## config.mk

```make
export PLATFORM = sky130hd
export DESIGN_NAME = gpio_bus_bridge
export DESIGN_NICKNAME = d
export VERILOG_FILES = /design/src/rtl/gpio_bus_bridge.sv
export SDC_FILE = /design/constraint.sdc
export NUM_CORES = 1
export LEC_CHECK = 0
export ABC_CLOCK_PERIOD_IN_PS = 2500
export BUFFER_PORTS_ARGS = -buffer_cell sky130_fd_sc_hd__clkbuf_2
export CAP_MARGIN = 20
export CORE_MARGIN = 2
export CORE_UTILIZATION = 51
export CTS_BUF_LIST = sky130_fd_sc_hd__clkbuf_16
export CTS_CLUSTER_SIZE = 28
export DETAILED_ROUTE_END_ITERATION = 12
export GPL_TIMING_DRIVEN = 0
export MAX_ROUTING_LAYER = met4
export PLACE_DENSITY = 0.88
export SETUP_SLACK_MARGIN = 0.05
export SLEW_MARGIN = 40
export SYNTH_ARGS = -nofsm -noshare
export SYNTH_HDL_FRONTEND = slang
export SYNTH_SLANG_ARGS = --single-unit
```

## constraint.sdc

```tcl
create_clock -name clk -period 2.5 [get_ports clk]
set_input_delay 0.375 -clock clk [delete_from_list [all_inputs] [get_ports clk]]
set_output_delay 0.375 -clock clk [all_outputs]
set_load 0.02 [all_outputs]
```

## src/rtl/gpio_bus_bridge.sv

```systemverilog
// gpio_bus_bridge: translates single-outstanding CPU bus requests into
// register-IP accesses on a 256-byte GPIO window. Partial writes become a
// read-modify-write. Illegal, misaligned or read-only-violating accesses
// complete at once with an error and never touch the register IP.
module gpio_bus_bridge #(
    parameter logic [31:0] BASE_ADDR = 32'h0040_0000
) (
    input  logic        clk,
    input  logic        resetn,
    input  logic        bus_valid,
    input  logic [31:0] bus_addr,
    input  logic [31:0] bus_wdata,
    input  logic [3:0]  bus_wstrb,
    output logic        bus_ready,
    output logic [31:0] bus_rdata,
    output logic        bus_err,
    output logic        gpio_en,
    output logic        gpio_wr,
    output logic [7:0]  gpio_addr_offset,
    output logic [31:0] gpio_data_in,
    input  logic [31:0] gpio_data_out
);

    typedef enum logic [2:0] {
        IDLE       = 3'd0,
        RD_ISSUE   = 3'd1,
        RD_CAPTURE = 3'd2,
        WR_ISSUE   = 3'd3,
        RESP       = 3'd4
    } state_t;

    state_t      r_state;
    state_t      w_next;

    logic [31:0] r_wdata;
    logic [3:0]  r_wstrb;
    logic        r_is_rd;
    logic        r_err;
    logic [7:0]  r_off;
    logic [31:0] r_hold;
    logic [31:0] r_din;

    logic        w_hit;
    logic        w_accept;
    logic [7:0]  w_off;
    logic        w_is_rd;
    logic        w_full;
    logic        w_bad;
    logic [31:0] w_merged;

    // Request decode on the live bus; only meaningful in IDLE.
    always_comb begin
        w_hit    = bus_valid && (bus_addr[31:8] == BASE_ADDR[31:8]);
        w_accept = (r_state == IDLE) && w_hit;
        w_off    = bus_addr[7:0];
        w_is_rd  = (bus_wstrb == 4'h0);
        w_full   = (bus_wstrb == 4'hF);
        // Only 0x00/0x04/0x08 exist (which also rules out misalignment);
        // 0x08 is the input register and cannot be written.
        w_bad    = !((w_off == 8'h00) || (w_off == 8'h04) || (w_off == 8'h08))
                   || ((w_off == 8'h08) && !w_is_rd);
    end

    // Byte merge for read-modify-write: fresh read data fills unstrobed lanes.
    always_comb begin
        w_merged = 32'h0;
        for (int i = 0; i < 4; i++) begin
            w_merged[8*i +: 8] = r_wstrb[i] ? r_wdata[8*i +: 8] : gpio_data_out[8*i +: 8];
        end
    end

    // State register.
    always_ff @(posedge clk or negedge resetn) begin
        if (!resetn) r_state <= IDLE;
        else         r_state <= w_next;
    end

    // Next-state logic.
    always_comb begin
        w_next = r_state;
        case (r_state)
            IDLE: begin
                if (w_accept) begin
                    if (w_bad)        w_next = RESP;
                    else if (w_is_rd) w_next = RD_ISSUE;
                    else if (w_full)  w_next = WR_ISSUE;
                    else              w_next = RD_ISSUE;
                end
            end
            RD_ISSUE:   w_next = RD_CAPTURE;
            RD_CAPTURE: w_next = r_is_rd ? RESP : WR_ISSUE;
            WR_ISSUE:   w_next = RESP;
            RESP:       w_next = IDLE;
            default:    w_next = IDLE;
        endcase
    end

    // Request capture at acceptance; the bus may change freely afterwards.
    // The offset register only moves for legal accesses so it stays put
    // across error responses.
    always_ff @(posedge clk or negedge resetn) begin
        if (!resetn) begin
            r_wdata <= 32'h0;
            r_wstrb <= 4'h0;
            r_is_rd <= 1'b0;
            r_err   <= 1'b0;
            r_off   <= 8'h0;
        end else if (w_accept) begin
            r_wdata <= bus_wdata;
            r_wstrb <= bus_wstrb;
            r_is_rd <= w_is_rd;
            r_err   <= w_bad;
            if (!w_bad) r_off <= w_off;
        end
    end

    // Holding register for read data, sampled as RD_CAPTURE ends.
    always_ff @(posedge clk or negedge resetn) begin
        if (!resetn)                     r_hold <= 32'h0;
        else if (r_state == RD_CAPTURE)  r_hold <= gpio_data_out;
    end

    // Write data is loaded on the edge entering WR_ISSUE and held afterwards.
    always_ff @(posedge clk or negedge resetn) begin
        if (!resetn)
            r_din <= 32'h0;
        else if (w_accept && !w_bad && w_full)
            r_din <= bus_wdata;
        else if ((r_state == RD_CAPTURE) && !r_is_rd)
            r_din <= w_merged;
    end

    // Outputs decoded from state; reset forces IDLE so all go low at once.
    always_comb begin
        gpio_en          = (r_state == RD_ISSUE) || (r_state == WR_ISSUE);
        gpio_wr          = (r_state == WR_ISSUE);
        gpio_addr_offset = r_off;
        gpio_data_in     = r_din;
        bus_ready        = (r_state == RESP);
        bus_err          = (r_state == RESP) && r_err;
        bus_rdata        = ((r_state == RESP) && r_is_rd && !r_err) ? r_hold : 32'h0;
    end

endmodule

```

==> flow_summary.ini <==
[critical_path]
cp.arrival_ns = 2.02
end_kind = output pin
cp_slowest_stage_delay_ns = 0.44
crit_top_cell = and2_1
cp_slowest_cell = dfrtp_2
reg2reg_depth = 6
path_cells = nor2_4 -> and2_1 -> nor3b_4 -> buf_4 -> buf_8 -> and2_1 -> clkbuf_2
cp_max_fo = 10
required_ns = 2.12
critical_path_class = reg2out
startpoint_type = register

[floorplan]
num_rows = 37
initial_core_util_pct = 52.1
core_area_um2 = 10300
die_x_um = 106
io_pins = 179
die-area_um2 = 11300
die-height_um = 106

[synth]
synth-async-reset-ratio_pct = 100
synth_seq_area_share_pct = 52.8
syn_inst = 452
ys_ff_latch = 113
syn_area_per_cell_um2 = 11.8
synth_area_leaders = dfrtp_1 (53%), mux2_2 (14%), mux2i_1 (12%)
synth_area_um2 = 5360
ys_types = 32
yosys.area.top_type = dfrtp_1
synth_common_cells = dfrtp_1 (113), mux2_2 (68), mux2i_1 (65)
synth_fp_nets = 555
post-synth-top-count-cell = dfrtp_1
synth_warnings = 0
synth_edf_count = 0
yosysTopAreaCellShare_pct = 52.8
ys.flop_type = dfrtp_1

[timing]
hold_slack_ns = 0.191
setup_viol = 0
post-route-period-util_pct = 95.9
fin_skew_ns = 0.00572
fmax_mhz = 417
relSlewSlack_pct = 50.2
rsz0062_at_grt = true
post-route-min-period_ns = 2.40
hold_viol_final = 0
tightest_slew_ns = 0.747
setup_ws_ns = 0.102
report.final.slew_viol_count = 0

[global_route]
met1_usage_pct = 29.4
grt_pass1_vias = 4411
overflow = 0
gr-usage-met2_pct = 45.2
antenna_found_initial = 0
grt_max_degree = 59
busiest_layer = met2
grt_pass1_wl_um = 21900
track_usage_pct = 26.2
met3_usage_pct = 6.13

[final_layout]
fin_util_pct = 69.9
n_antenna_cell = 0
drive_above_1_share_pct = 45.7
fin_cells = 804
final_design_area_no_fill_um2 = 7180
num-nets-final = 759
syn_to_final_growth_pct = 34.1

[routing]
drtIter0Drc = 196
routed_wl_um = 14100
ant_nets = 0
drc = 0
wire_per_inst_um = 17.6
vias_per_cell = 5.28
vias = 4242
first_pass_iters = 4

[placed_design]
place_inst = 767
io_buffers = 178
pre_cts_slack_ns = -0.0550
dpl.hpwl_um = 10100
routabilityCongestion = 0.839
dpl_cell_area_um2 = 6450

[cts]
clockRootBuffer = clkbuf_16
cts_tree = yes
numCtsBuffers = 17
cts_sinks = 113
clk_pin_slew_ns = 0.05
cts.path.max_buffers = 2
clk_latency_ns = 0.41
cts-htree-levels = 4

[hold_path]
hold_path_depth = 3
min_path_type = in2reg

[run]
maxCapViolCount = 0

[power]
ir_drop_v = 0.000415
power.static_leakage_nw = 3.98
p_per_area_nw_per_um2 = 636

[status]
status = completed
-- cell type report --
type | count | area (um^2)
Clock inverter | 14 | 196
Inverter | 33 | 124
Sequential cell | 113 | 2830
Timing Repair Buffer | 185 | 975
Multi-Input combinational cell | 281 | 2290
Fill cell | 764 | 3100
Buffer | 25 | 169
Tap cell | 136 | 170
Clock buffer | 17 | 425
-- metrics by stage --
stage / setup TNS, ns / power (mW)
after floorplan: 0 / 1.90
after global placement: -54.17 / 2.02
after detailed placement: -0.384 / 2.04
after global routing: 0 / 4.69
final: 0 / 4.57
after CTS: 0 / 4.58
-- cell usage in the layout (no fill, tap or decap), drive strengths merged, types with 3 or more instances in the layout --
master | synthesis | layout
a21oi | 4 | 4
and2 | 34 | 34
and4 | 3 | 3
buf | 8 | 17
bufinv | 0 | 5
clkbuf | 17 | 209
clkinv | 0 | 6
dfrtp | 113 | 113
inv | 33 | 34
mux2 | 70 | 70
mux2i | 65 | 65
nand2 | 33 | 33
nand4 | 4 | 4
nor2 | 5 | 5
nor2b | 7 | 7
nor4 | 5 | 5
o21ai | 35 | 35
-- critical path, delay by kind of cell (launching register included) --
kind                   cells  cell delay, ns
AND/OR/NAND/NOR            4            0.70
flip-flops                 1            0.44
buffers and inverters      3            0.48
-- metal layers --
metal  vias up  share of wire (%)
met5         -                  0
li1       1954                  -
met4         0                2.9
met1      2102                 40
met3        34                5.2
met2       152                 52
-- cell families after synthesis --
family | synth area share, %
DFF | 52.8
AOI/OAI and AO/OA | 4.25
buffers and inverters | 4.79
muxes | 26.9
and+or+nand+nor | 11.3
-- sequential cells by signal, summed over array words and instances, names as in the netlist --
register          count
r_wstrb               4
r_is_rd               1
r_wdata              32
gpio_addr_offset      8
r_err                 1
r_hold               32
gpio_data_in         32
r_state               3
-- path summary, 6_finish.rpt --
path                                          start                  end  slack [ns]
worst max-delay path                     r_state[0]         bus_rdata[0]        0.10
worst min-delay path                  bus_wdata[12]     gpio_data_in[12]        0.19
worst max register to register           r_state[0]           r_wdata[6]        0.30
worst min register to register  gpio_addr_offset[2]  gpio_addr_offset[2]        0.49
max in group asynchronous                    resetn           r_hold[29]        1.37
min in group asynchronous                    resetn  gpio_addr_offset[7]        0.48
-- power breakdown --
| group | switching, mW | internal [mW] | leakage (nW) |
|---|---|---|---|
| sequential | 0.000000700 | 1.83 | 1.57 |
| combinational | 0.0981 | 0.0808 | 2.11 |
| clock | 0.816 | 1.74 | 0.305 |
-- what timing repair did --
item	in CTS	in global routing
hold buffers	1	0
gates resized for setup	12	12
endpoints found under the hold margin	55	0
buffers inserted	1	4
setup endpoints to repair	32	52
(Power assumes the default switching activity.)
